**src/rtl/carry_chain_pipe_if.sv**
```systemverilog
// Operand/result handshake bundle for the segmented carry-chain adder pipeline.
// The master drives operands and out_ready; the slave (the adder) drives results and in_ready.
interface carry_chain_pipe_if #(
  parameter int WIDTH = 16
);
  logic             in_valid;
  logic             in_ready;
  logic [WIDTH-1:0] a;
  logic [WIDTH-1:0] b;
  logic             cin;
  logic             sub;
  logic             out_valid;
  logic             out_ready;
  logic [WIDTH-1:0] sum;
  logic             cout;
  logic             ovf;

  modport master (
    output in_valid, a, b, cin, sub, out_ready,
    input  in_ready, out_valid, sum, cout, ovf
  );

  modport slave (
    input  in_valid, a, b, cin, sub, out_ready,
    output in_ready, out_valid, sum, cout, ovf
  );
endinterface

```
**src/rtl/carry_chain_pipe.sv**
```systemverilog
// Add/subtract pipeline that resolves one SEG-bit carry segment per stage, skewing the
// operand bits still to be added and de-skewing finished sum bits so each beat leaves whole.
module carry_chain_pipe #(
  parameter int WIDTH = 16,
  parameter int SEG   = 4
) (
  input logic               clk,
  input logic               rst_n,
  carry_chain_pipe_if.slave bus
);
  localparam int NSEG = WIDTH / SEG;

  logic             advance;
  logic [WIDTH-1:0] effB;

  // The whole pipe moves in lockstep, so only the output register's occupancy gates it.
  assign advance      = !bus.out_valid || bus.out_ready;
  assign bus.in_ready = advance;

  // Subtraction folds into addition here; later stages only ever see the effective operand.
  assign effB = bus.sub ? ~bus.b : bus.b;

  for (genvar k = 0; k < NSEG; k++) begin : g_stage
    localparam int IN_W = WIDTH - k * SEG;
    localparam int HI   = (k + 1) * SEG;

    logic            srcValid;
    logic            srcCarry;
    logic [IN_W-1:0] opA;
    logic [IN_W-1:0] opB;
    logic [SEG:0]    segRes;
    logic [HI-1:0]   sum_d;
    logic [HI-1:0]   sum_q;
    logic            valid_q;
    logic            carry_q;

    if (k == 0) begin : g_src
      assign srcValid = bus.in_valid;
      assign srcCarry = bus.sub ? 1'b1 : bus.cin;
      assign opA      = bus.a;
      assign opB      = effB;
      assign sum_d    = segRes[SEG-1:0];
    end else begin : g_src
      assign srcValid = g_stage[k-1].valid_q;
      assign srcCarry = g_stage[k-1].carry_q;
      assign opA      = g_stage[k-1].g_rem.aRem_q;
      assign opB      = g_stage[k-1].g_rem.bRem_q;
      assign sum_d    = {segRes[SEG-1:0], g_stage[k-1].sum_q};
    end

    assign segRes = {1'b0, opA[SEG-1:0]} + {1'b0, opB[SEG-1:0]} + {{SEG{1'b0}}, srcCarry};

    always_ff @(posedge clk) begin
      if (!rst_n) begin
        valid_q <= 1'b0;
        carry_q <= 1'b0;
        sum_q   <= '0;
      end else if (advance) begin
        valid_q <= srcValid;
        carry_q <= segRes[SEG];
        sum_q   <= sum_d;
      end
    end

    // Operand bits above this segment ride along until their own stage consumes them.
    if (IN_W > SEG) begin : g_rem
      logic [IN_W-SEG-1:0] aRem_q;
      logic [IN_W-SEG-1:0] bRem_q;

      always_ff @(posedge clk) begin
        if (!rst_n) begin
          aRem_q <= '0;
          bRem_q <= '0;
        end else if (advance) begin
          aRem_q <= opA[IN_W-1:SEG];
          bRem_q <= opB[IN_W-1:SEG];
        end
      end
    end

    if (k == NSEG - 1) begin : g_out
      logic ovf_q;

      always_ff @(posedge clk) begin
        if (!rst_n) begin
          ovf_q <= 1'b0;
        end else if (advance) begin
          ovf_q <= (opA[SEG-1] == opB[SEG-1]) && (segRes[SEG-1] != opA[SEG-1]);
        end
      end

      assign bus.out_valid = valid_q;
      assign bus.sum       = sum_q;
      assign bus.cout      = carry_q;
      assign bus.ovf       = ovf_q;
    end
  end
endmodule

```
**src/flat_wrapper.sv**
```systemverilog
// flat-port wrapper written by rule: the top's interface ports become plain ports
module carry_chain_pipe_flat 
#(
  parameter int WIDTH = 16,
  parameter int SEG   = 4
)
  (clk, rst_n, bus_in_valid, bus_a, bus_b, bus_cin, bus_sub, bus_out_ready, bus_in_ready, bus_out_valid, bus_sum, bus_cout, bus_ovf);
  carry_chain_pipe_if #(.WIDTH(WIDTH)) bus_i ();
  input logic clk;
  input logic rst_n;
  input wire logic [$bits(bus_i.in_valid)-1:0] bus_in_valid;
  input wire logic [$bits(bus_i.a)-1:0] bus_a;
  input wire logic [$bits(bus_i.b)-1:0] bus_b;
  input wire logic [$bits(bus_i.cin)-1:0] bus_cin;
  input wire logic [$bits(bus_i.sub)-1:0] bus_sub;
  input wire logic [$bits(bus_i.out_ready)-1:0] bus_out_ready;
  output wire logic [$bits(bus_i.in_ready)-1:0] bus_in_ready;
  output wire logic [$bits(bus_i.out_valid)-1:0] bus_out_valid;
  output wire logic [$bits(bus_i.sum)-1:0] bus_sum;
  output wire logic [$bits(bus_i.cout)-1:0] bus_cout;
  output wire logic [$bits(bus_i.ovf)-1:0] bus_ovf;
  assign bus_i.in_valid = bus_in_valid;
  assign bus_i.a = bus_a;
  assign bus_i.b = bus_b;
  assign bus_i.cin = bus_cin;
  assign bus_i.sub = bus_sub;
  assign bus_i.out_ready = bus_out_ready;
  assign bus_in_ready = bus_i.in_ready;
  assign bus_out_valid = bus_i.out_valid;
  assign bus_sum = bus_i.sum;
  assign bus_cout = bus_i.cout;
  assign bus_ovf = bus_i.ovf;
  carry_chain_pipe #(.WIDTH(WIDTH), .SEG(SEG)) u_core (.clk(clk), .rst_n(rst_n), .bus(bus_i));
endmodule
```
**config.mk**
```make
export PLATFORM = sky130hd
export DESIGN_NAME = carry_chain_pipe_flat
export DESIGN_NICKNAME = d
export VERILOG_FILES = /design/src/rtl/carry_chain_pipe_if.sv /design/src/rtl/carry_chain_pipe.sv /design/src/flat_wrapper.sv
export SDC_FILE = /design/constraint.sdc
export NUM_CORES = 1
export LEC_CHECK = 0
export BUFFER_PORTS_ARGS = -buffer_cell sky130_fd_sc_hd__clkbuf_2
export CAP_MARGIN = 20
export CELL_PAD_IN_SITES_DETAIL_PLACEMENT = 1
export CELL_PAD_IN_SITES_GLOBAL_PLACEMENT = 2
export CORE_UTILIZATION = 37
export DETAILED_ROUTE_END_ITERATION = 6
export GPL_ROUTABILITY_DRIVEN = 1
export PLACE_DENSITY = 0.86
export SETUP_SLACK_MARGIN = 0.4
export SLEW_MARGIN = 10
export SYNTH_ARGS = -nofsm -noshare
export SYNTH_HDL_FRONTEND = slang
export SYNTH_SLANG_ARGS = --single-unit
```
**constraint.sdc**
```tcl
create_clock -name clk -period 3.7 [get_ports clk]
set_clock_uncertainty 0.2 [all_clocks]
set_input_delay 0.555 -clock clk [delete_from_list [all_inputs] [get_ports clk]]
set_output_delay 0.555 -clock clk [all_outputs]
set_load 0.1 [all_outputs]
```
==> reports/qor.txt, run 1 <==
Endpoint, Worst Hold = u_core.g_stage[0].g_rem.aRem_q[7]$_SDFFE_PN0P_
Latest clock arrival within the worst-skew pair = 340 ps
Max-slew violations = 0
Core area = 10900 sq um
Critical path type = register to output pin
Min Tclk post-route = 2490 ps
DRC = 0
Fin util = 43.8%
Routed WL = 9.46 mm
Ant diodes = 0
Worst EP required = 2940 ps
Largest net degree at the start of global routing = 87
Setup violators final = 0
Buffers on Ports = 57
Total CTS buffers = 9
CP Launch Type = register
Yosys warns = 0
Status = finished, final reports clean
Nets@finish = 578
Die area = 11800 sq um
Critical path fanouts, max = 51
Maximum clock rate = 402 MHz
Clk slew on worst S/H paths = 60 ps
Initial DRC Count = 102
Max IR drop VDD = 212 uV
Yosys cell types = 32
GR Util All Layers = 17.2%
Crit end category = output pin
Vias = 3317
Initial core utilization = 38.4%
Die Y = 109 um
Worst Hold Depth = 3
Num Clock Sinks = 97
GPL Wtd Cong = 0.720
CTS tree = done
Syn_nets = 540
Sequential share of the synthesized area = 46.3%
Worst Hold Class = input port to register
Post-synth design cell area = 4200 sq um
H-Tree Depth = 3
Ratio of cells with drive above 1 in the final layout = 18.5%
Post-CTS setup buffer count = 0
Critical R2R Launch = u_core.bus.out_valid$_SDFFE_PN0P_
Leak Pwr = 0.00196 uW
Fin. Hold Viols = 0
Clock root cell = clkbuf_16
Slowest cell delay on critical path = 550 ps
Final antenna-violating net count = 0
HPWL after DPL = 6.18 mm
P per Cell Area = 515 nW/um^2
Critical path data arrival time = 1730 ps
Min-delay src = bus_a[11]
Ports = 58
Critical-path top delay cell = clkbuf_2
Reg2reg end = u_core.g_stage[2].sum_q[4]$_SDFFE_PN0P_
Routed len/inst = 14.2 um
Post-Synthesis Cells = 482
Flops & latches, synth = 97
Area grow syn2layout = 14.1%
Fill count = 1325
Initial antenna violation count = 0
Cell row count = 38
Maxcap violations = 0
Setup_tns = 0 ps
Number of global-route vias before repair = 3253
# resized after CTS = 0
CP cell instances = nor2b_4, inv_4, clkbuf_2
RSZ-0062 raised after global routing = false
Hold buffer count at CTS = 0
Congestion Overflow GR = 0
First drt pass iteration count = 4
Reg2Reg Depth = 5
First-pass GRT wire length = 15.8 mm
Slew HR = 35.4%
Worst Tran Pin Value = 967 ps
Commonest non-fill, non-tap cell in the layout = nand2_1
Reg2Reg Setup Slack = 1510 ps
Chip Width = 109 um
Bufs on Longest Clock Path = 2
DR vias/cell = 4.99
Crit share post-route = 67.2%
Highest-count cells in the layout ignoring fill and taps = 141 x nand2_1, 97 x dfxtp_1, 79 x a21oi_1
Post-Synthesis Mean Instance Area = 8.71 sq um
state kept, by name, indices dropped and copies added, names as in the netlist:
register and count:
u_core.bus.ovf 1, u_core.bus.out_valid 1, u_core.g_stage.valid_q 3, u_core.g_stage.carry_q 3, u_core.bus.sum 16, u_core.g_stage.sum_q 24, u_core.bus.cout 1, u_core.g_stage.g_rem.bRem_q 24
u_core.g_stage.g_rem.aRem_q 24
worst max-delay path by stage:
| stage | startpoint | to | slack, ps | depth (start not counted) |
|---|---|---|---|---|
| 6_report | u_core.bus.out_valid$_SDFFE_PN0P_ | bus_in_ready | 1210 | 3 |
| 3_3_place_gp | bus_sub | u_core.g_stage[0].carry_q$_SDFFE_PN0P_ | 1050 | 8 |
| 5_1_grt | u_core.bus.out_valid$_SDFFE_PN0P_ | bus_in_ready | 1120 | 3 |
| 3_5_place_dp | bus_sub | u_core.g_stage[0].carry_q$_SDFFE_PN0P_ | 950 | 8 |
| 2_1_floorplan | u_core.bus.out_valid$_SDFFE_PN0P_ | bus_in_ready | 1240 | 5 |
| 4_1_cts | u_core.bus.out_valid$_SDFFE_PN0P_ | bus_in_ready | 1160 | 3 |
cells in the mapped netlist, drive strengths merged:
library cell / n / share of area, %
a211oi: 18 / 5.1
o211ai: 4 / 0.72
dfxtp: 97 / 46
a2111o: 4 / 1.1
or2: 1 / 0.15
clkbuf: 7 / 0.63
xnor2: 15 / 3.1
nand3: 9 / 1.1
o21ai: 6 / 0.72
nand2: 141 / 13
and3: 2 / 0.30
a21oi: 79 / 9.4
inv: 12 / 1.1
nor2b: 3 / 0.63
and2: 1 / 0.15
ha: 12 / 3.6
nand3b: 2 / 0.36
xor2: 5 / 1.0
a2111oi: 1 / 0.21
nand4b: 1 / 0.21
a21o: 2 / 0.36
fa: 8 / 3.8
a211o: 1 / 0.21
nor2: 23 / 2.1
buf: 28 / 5.0
metal layers:
metal,global-route usage [%],up-vias,wire length [um]
met2,27.5,43,4390
met5,0,-,0
met4,6.37,0,129
met3,2.89,11,255
li1,-,1665,-
met1,23.3,1598,4690
worst max-delay path: cells and delay by family (launching register included):
family | cells | cell delay [ps]
DFF | 1 | 320
buffers and inverters | 2 | 930
and+or+nand+nor | 1 | 140
report_power, final:
group / internal, uW / leakage (uW) / switching, uW
clock network: 630 / 0.000155 / 395
registers: 1110 / 0.000797 / 39.9
logic: 107 / 0.00100 / 184
total: 1850 / 0.00196 / 619
logic make-up (layout without fill, tap and decap cells):
| family | Yosys count | after routing | share of synthesized area (%) |
|---|---|---|---|
| AO/OA/AOI/OAI | 115 | 115 | 17.8 |
| XOR/XNOR | 20 | 20 | 4.17 |
| flip-flops | 97 | 97 | 46.3 |
| adder cells (fa/ha/maj) | 20 | 20 | 7.39 |
| AND/OR/NAND/NOR | 183 | 183 | 17.5 |
| buffers and inverters | 47 | 90 | 6.80 |
cell type report:
| type | instances | area, sq um | area share (%) |
|---|---|---|---|
| Clock buffer | 12 | 256 | 5.36 |
| Inverter | 12 | 47.5 | 0.993 |
| Sequential cell | 97 | 1940 | 40.6 |
| Timing Repair Buffer | 62 | 323 | 6.74 |
| Tap cell | 140 | 175 | 3.66 |
| Clock inverter | 4 | 75.1 | 1.57 |
| Multi-Input combinational cell | 338 | 1970 | 41.1 |
through the flow:
step	power (uW)	worst slack [ps]	hold slack (ps)	std cells	area, sq um
after floorplan	1390	1240	232	482	4200
after global placement	1460	1050	239	649	4460
after detailed placement	1470	950	245	649	4460
after CTS	2500	1160	228	665	4790
after global routing	2580	1120	243	665	4790
final	2470	1210	233	665	4790
Note: power is estimated with default switching activity, not from simulation.
==> run 2, diff against run 1 <==
--- a/config.mk
+++ b/config.mk
@@ -9,10 +9,10 @@
 export CAP_MARGIN = 20
 export CELL_PAD_IN_SITES_DETAIL_PLACEMENT = 1
 export CELL_PAD_IN_SITES_GLOBAL_PLACEMENT = 2
-export CORE_UTILIZATION = 37
+export CORE_UTILIZATION = 31
 export DETAILED_ROUTE_END_ITERATION = 6
 export GPL_ROUTABILITY_DRIVEN = 1
-export PLACE_DENSITY = 0.86
+export PLACE_DENSITY = 0.77
 export SETUP_SLACK_MARGIN = 0.4
 export SLEW_MARGIN = 10
 export SYNTH_ARGS = -nofsm -noshare
==> constraint.sdc (replaced) <==
create_clock -name clk -period 2.2 [get_ports clk]
set_clock_uncertainty 0.2 [all_clocks]
set_input_delay 0.33 -clock clk [delete_from_list [all_inputs] [get_ports clk]]
set_output_delay 0.33 -clock clk [all_outputs]
set_load 0.1 [all_outputs]
==> reports/qor.txt, run 2 (same netlist as run 1, synthesis figures left out) <==
Status = finished, final reports clean (unchanged)
Total CTS buffers = 9 (unchanged)
Crit end category = register (was output pin)
First-pass GRT wire length = 17.0 mm (was 15.8 mm)
DP Cell Count = 693 (was 649)
Reg power frac = 47.4% (was 46.7%)
P per Cell Area = 806 nW/um^2 (was 515 nW/um^2)
Cell row count = 42 (was 38)
Maximum clock rate = 551 MHz
Finished Layout Cells = 718 (was 665)
Worst EP required = 2230 ps (was 2940 ps)
Largest regs = u_core.g_stage.g_rem.aRem_q: 24 flops, u_core.g_stage.g_rem.bRem_q: 24 flops, u_core.g_stage.sum_q: 24 flops (unchanged)
GPL Wtd Cong = 0.725 (was 0.720)
RSZ-0062 raised after global routing = true (was false)
Clock root cell = clkbuf_16 (unchanged)
Worst Tran Pin Value = 550 ps (was 967 ps)
Critical path data arrival time = 1840 ps (was 1730 ps)
Core area = 13200 sq um (was 10900 sq um)
Crit share post-route = 82.5%
CTS tree = done (unchanged)
CP startpoint = u_core.g_stage[1].carry_q$_SDFFE_PN0P_ (was u_core.bus.out_valid$_SDFFE_PN0P_)
Nets@finish = 595 (was 578)
Setup violators final = 0 (unchanged)
Switch Pwr = 1090 uW (was 619 uW)
Min-delay src = bus_a[9] (was bus_a[11])
Min Tclk post-route = 1810 ps
Routed len/inst = 14.0 um (was 14.2 um)
DRC = 0 (unchanged)
Clock share of power = 39.7% (was 41.5%)
Num Clock Sinks = 97 (unchanged)
Max IR drop VDD = 400 uV (was 212 uV)
Comb pwr share = 12.9% (was 11.8%)
Power Internal = 2990 uW (was 1850 uW)
Die Y = 118 um (was 109 um)
Net Sw Frac = 26.7% (was 25.1%)
GR Util All Layers = 15.3% (was 17.2%)
Slew HR = 63.5% (was 35.4%)
Final antenna-violating net count = 0 (unchanged)
Ant diodes = 0 (unchanged)
Bufs on Longest Clock Path = 2 (unchanged)
Highest-count cells in the layout ignoring fill and taps = 141 x nand2_1, 92 x dfxtp_1, 78 x a21oi_1 (was 141 x nand2_1, 97 x dfxtp_1, 79 x a21oi_1)
Min Hold Slack = 14.4 ps (was 233 ps)
Ratio of cells with drive above 1 in the final layout = 23.8% (was 18.5%)
Fill count = 1575 (was 1325)
DR vias/cell = 4.68 (was 4.99)
Chip Width = 118 um (was 109 um)
Initial antenna violation count = 0 (unchanged)
Initial DRC Count = 148 (was 102)
Largest net degree at the start of global routing = 66 (was 87)
Worst Hold Class = input port to register (unchanged)
HPWL after DPL = 6.59 mm (was 6.18 mm)
Ports = 58 (unchanged)
First drt pass iteration count = 4 (unchanged)
Area grow syn2layout = 20.8% (was 14.1%)
Initial core utilization = 31.7% (was 38.4%)
Critical path type = register to register (was register to output pin)
Congestion Overflow GR = 0 (unchanged)
Routed WL = 10.0 mm (was 9.46 mm)
Critical path fanouts, max = 2 (was 51)
Buffers on Ports = 57 (unchanged)
Maxcap violations = 0 (unchanged)
Vias = 3362 (was 3317)
Critical R2R Launch = u_core.g_stage[1].carry_q$_SDFFE_PN0P_ (was u_core.bus.out_valid$_SDFFE_PN0P_)
Setup_tns = 0 ps (unchanged)
Latest clock arrival within the worst-skew pair = 350 ps (was 340 ps)
Die area = 14000 sq um (was 11800 sq um)
Number of global-route vias before repair = 3455 (was 3253)
CP Launch Type = register (unchanged)
Max-slew violations = 0 (unchanged)
Fin. Hold Viols = 0 (unchanged)
H-Tree Depth = 3 (unchanged)
Commonest non-fill, non-tap cell in the layout = nand2_1 (unchanged)
Leak Pwr = 0.00208 uW (was 0.00196 uW)
Clk slew on worst S/H paths = 70 ps (was 60 ps)
[run 2: changes by cell type in the layout (fill, tap and decap cells not counted), moves of 4 or more]
cell / previous run / this run
dfxtp_1: 97 / 92
fa_1: 8 / 1
dfxtp_2: 0 / 4
dlygate4sd3_1: 0 / 4
buf_4: 5 / 15
fa_2: 0 / 7
[run 2: through the flow]
stage	util (%)	instance area, sq um	worst slack, ps	power, uW
finish	38.3	5070	386	4080
global placement	35.0	4630	170	2470
floorplan	-	4250	178	2350
detailed placement	35.0	4630	112	2490
CTS	38.0	5030	364	4140
global route	38.3	5070	332	4280
[run 2: power groups by stage]
stage               Combinational (uW)  Sequential [uW]  Clock (uW)
finish                             527             1940        1620
global route                       585             1950        1740
CTS                                532             1940        1670
detailed placement                 513             1980           0
global placement                   497             1970           0
floorplan                          298             2050           0
[run 2: worst paths after layout]
kind,endpoint,depth (start not counted),slack [ps]
min reg2reg,u_core.g_stage[0].g_rem.aRem_q[0]$_SDFFE_PN0P_,2,250
min,u_core.g_stage[0].g_rem.aRem_q[5]$_SDFFE_PN0P_,3,10
max,u_core.g_stage[2].carry_q$_SDFFE_PN0P_,5,390
max reg2reg,u_core.g_stage[2].carry_q$_SDFFE_PN0P_,5,390
[run 2: critical path, stage by stage (launching register included)]
cell     delay (ps)
dfxtp_1         340
fa_2            410
fa_2            360
a21o_1          160
a21oi_1         130
a21oi_1          70
[run 2: area by class of cell]
type / instances / area [sq um] / share of cell area [%]
flip-flops and latches: 97 / 1950 / 38.5
well taps: 176 / 220 / 4.34
clock buffers: 10 / 239 / 4.71
multi-input cells: 338 / 2020 / 39.8
clock inverters: 6 / 66.3 / 1.31
inverters: 12 / 47.5 / 0.938
repair buffers: 79 / 526 / 10.4
[run 2: what timing repair did]
| action | 4_1_cts | 5_1_grt |
|---|---|---|
| setup endpoints to repair | 6 | 11 |
| pin swaps | 2 | 7 |
| hold endpoints to repair | 4 | 0 |
| setup buffers | 1 | 3 |
| gates cloned | 1 | 0 |
| resized for setup | 4 | 11 |
| hold buffers | 4 | 0 |
[run 2: routing by layer]
layer | global-route usage [%] | vias to the layer above | share of wire [%] | routed length [um]
met5 | 0 | - | 0 | 0
met4 | 6.57 | 0 | 2.3 | 230
met3 | 3.81 | 14 | 3.6 | 357
met2 | 23.3 | 54 | 44 | 4410
met1 | 20.6 | 1587 | 50 | 5030
li1 | - | 1707 | - | -
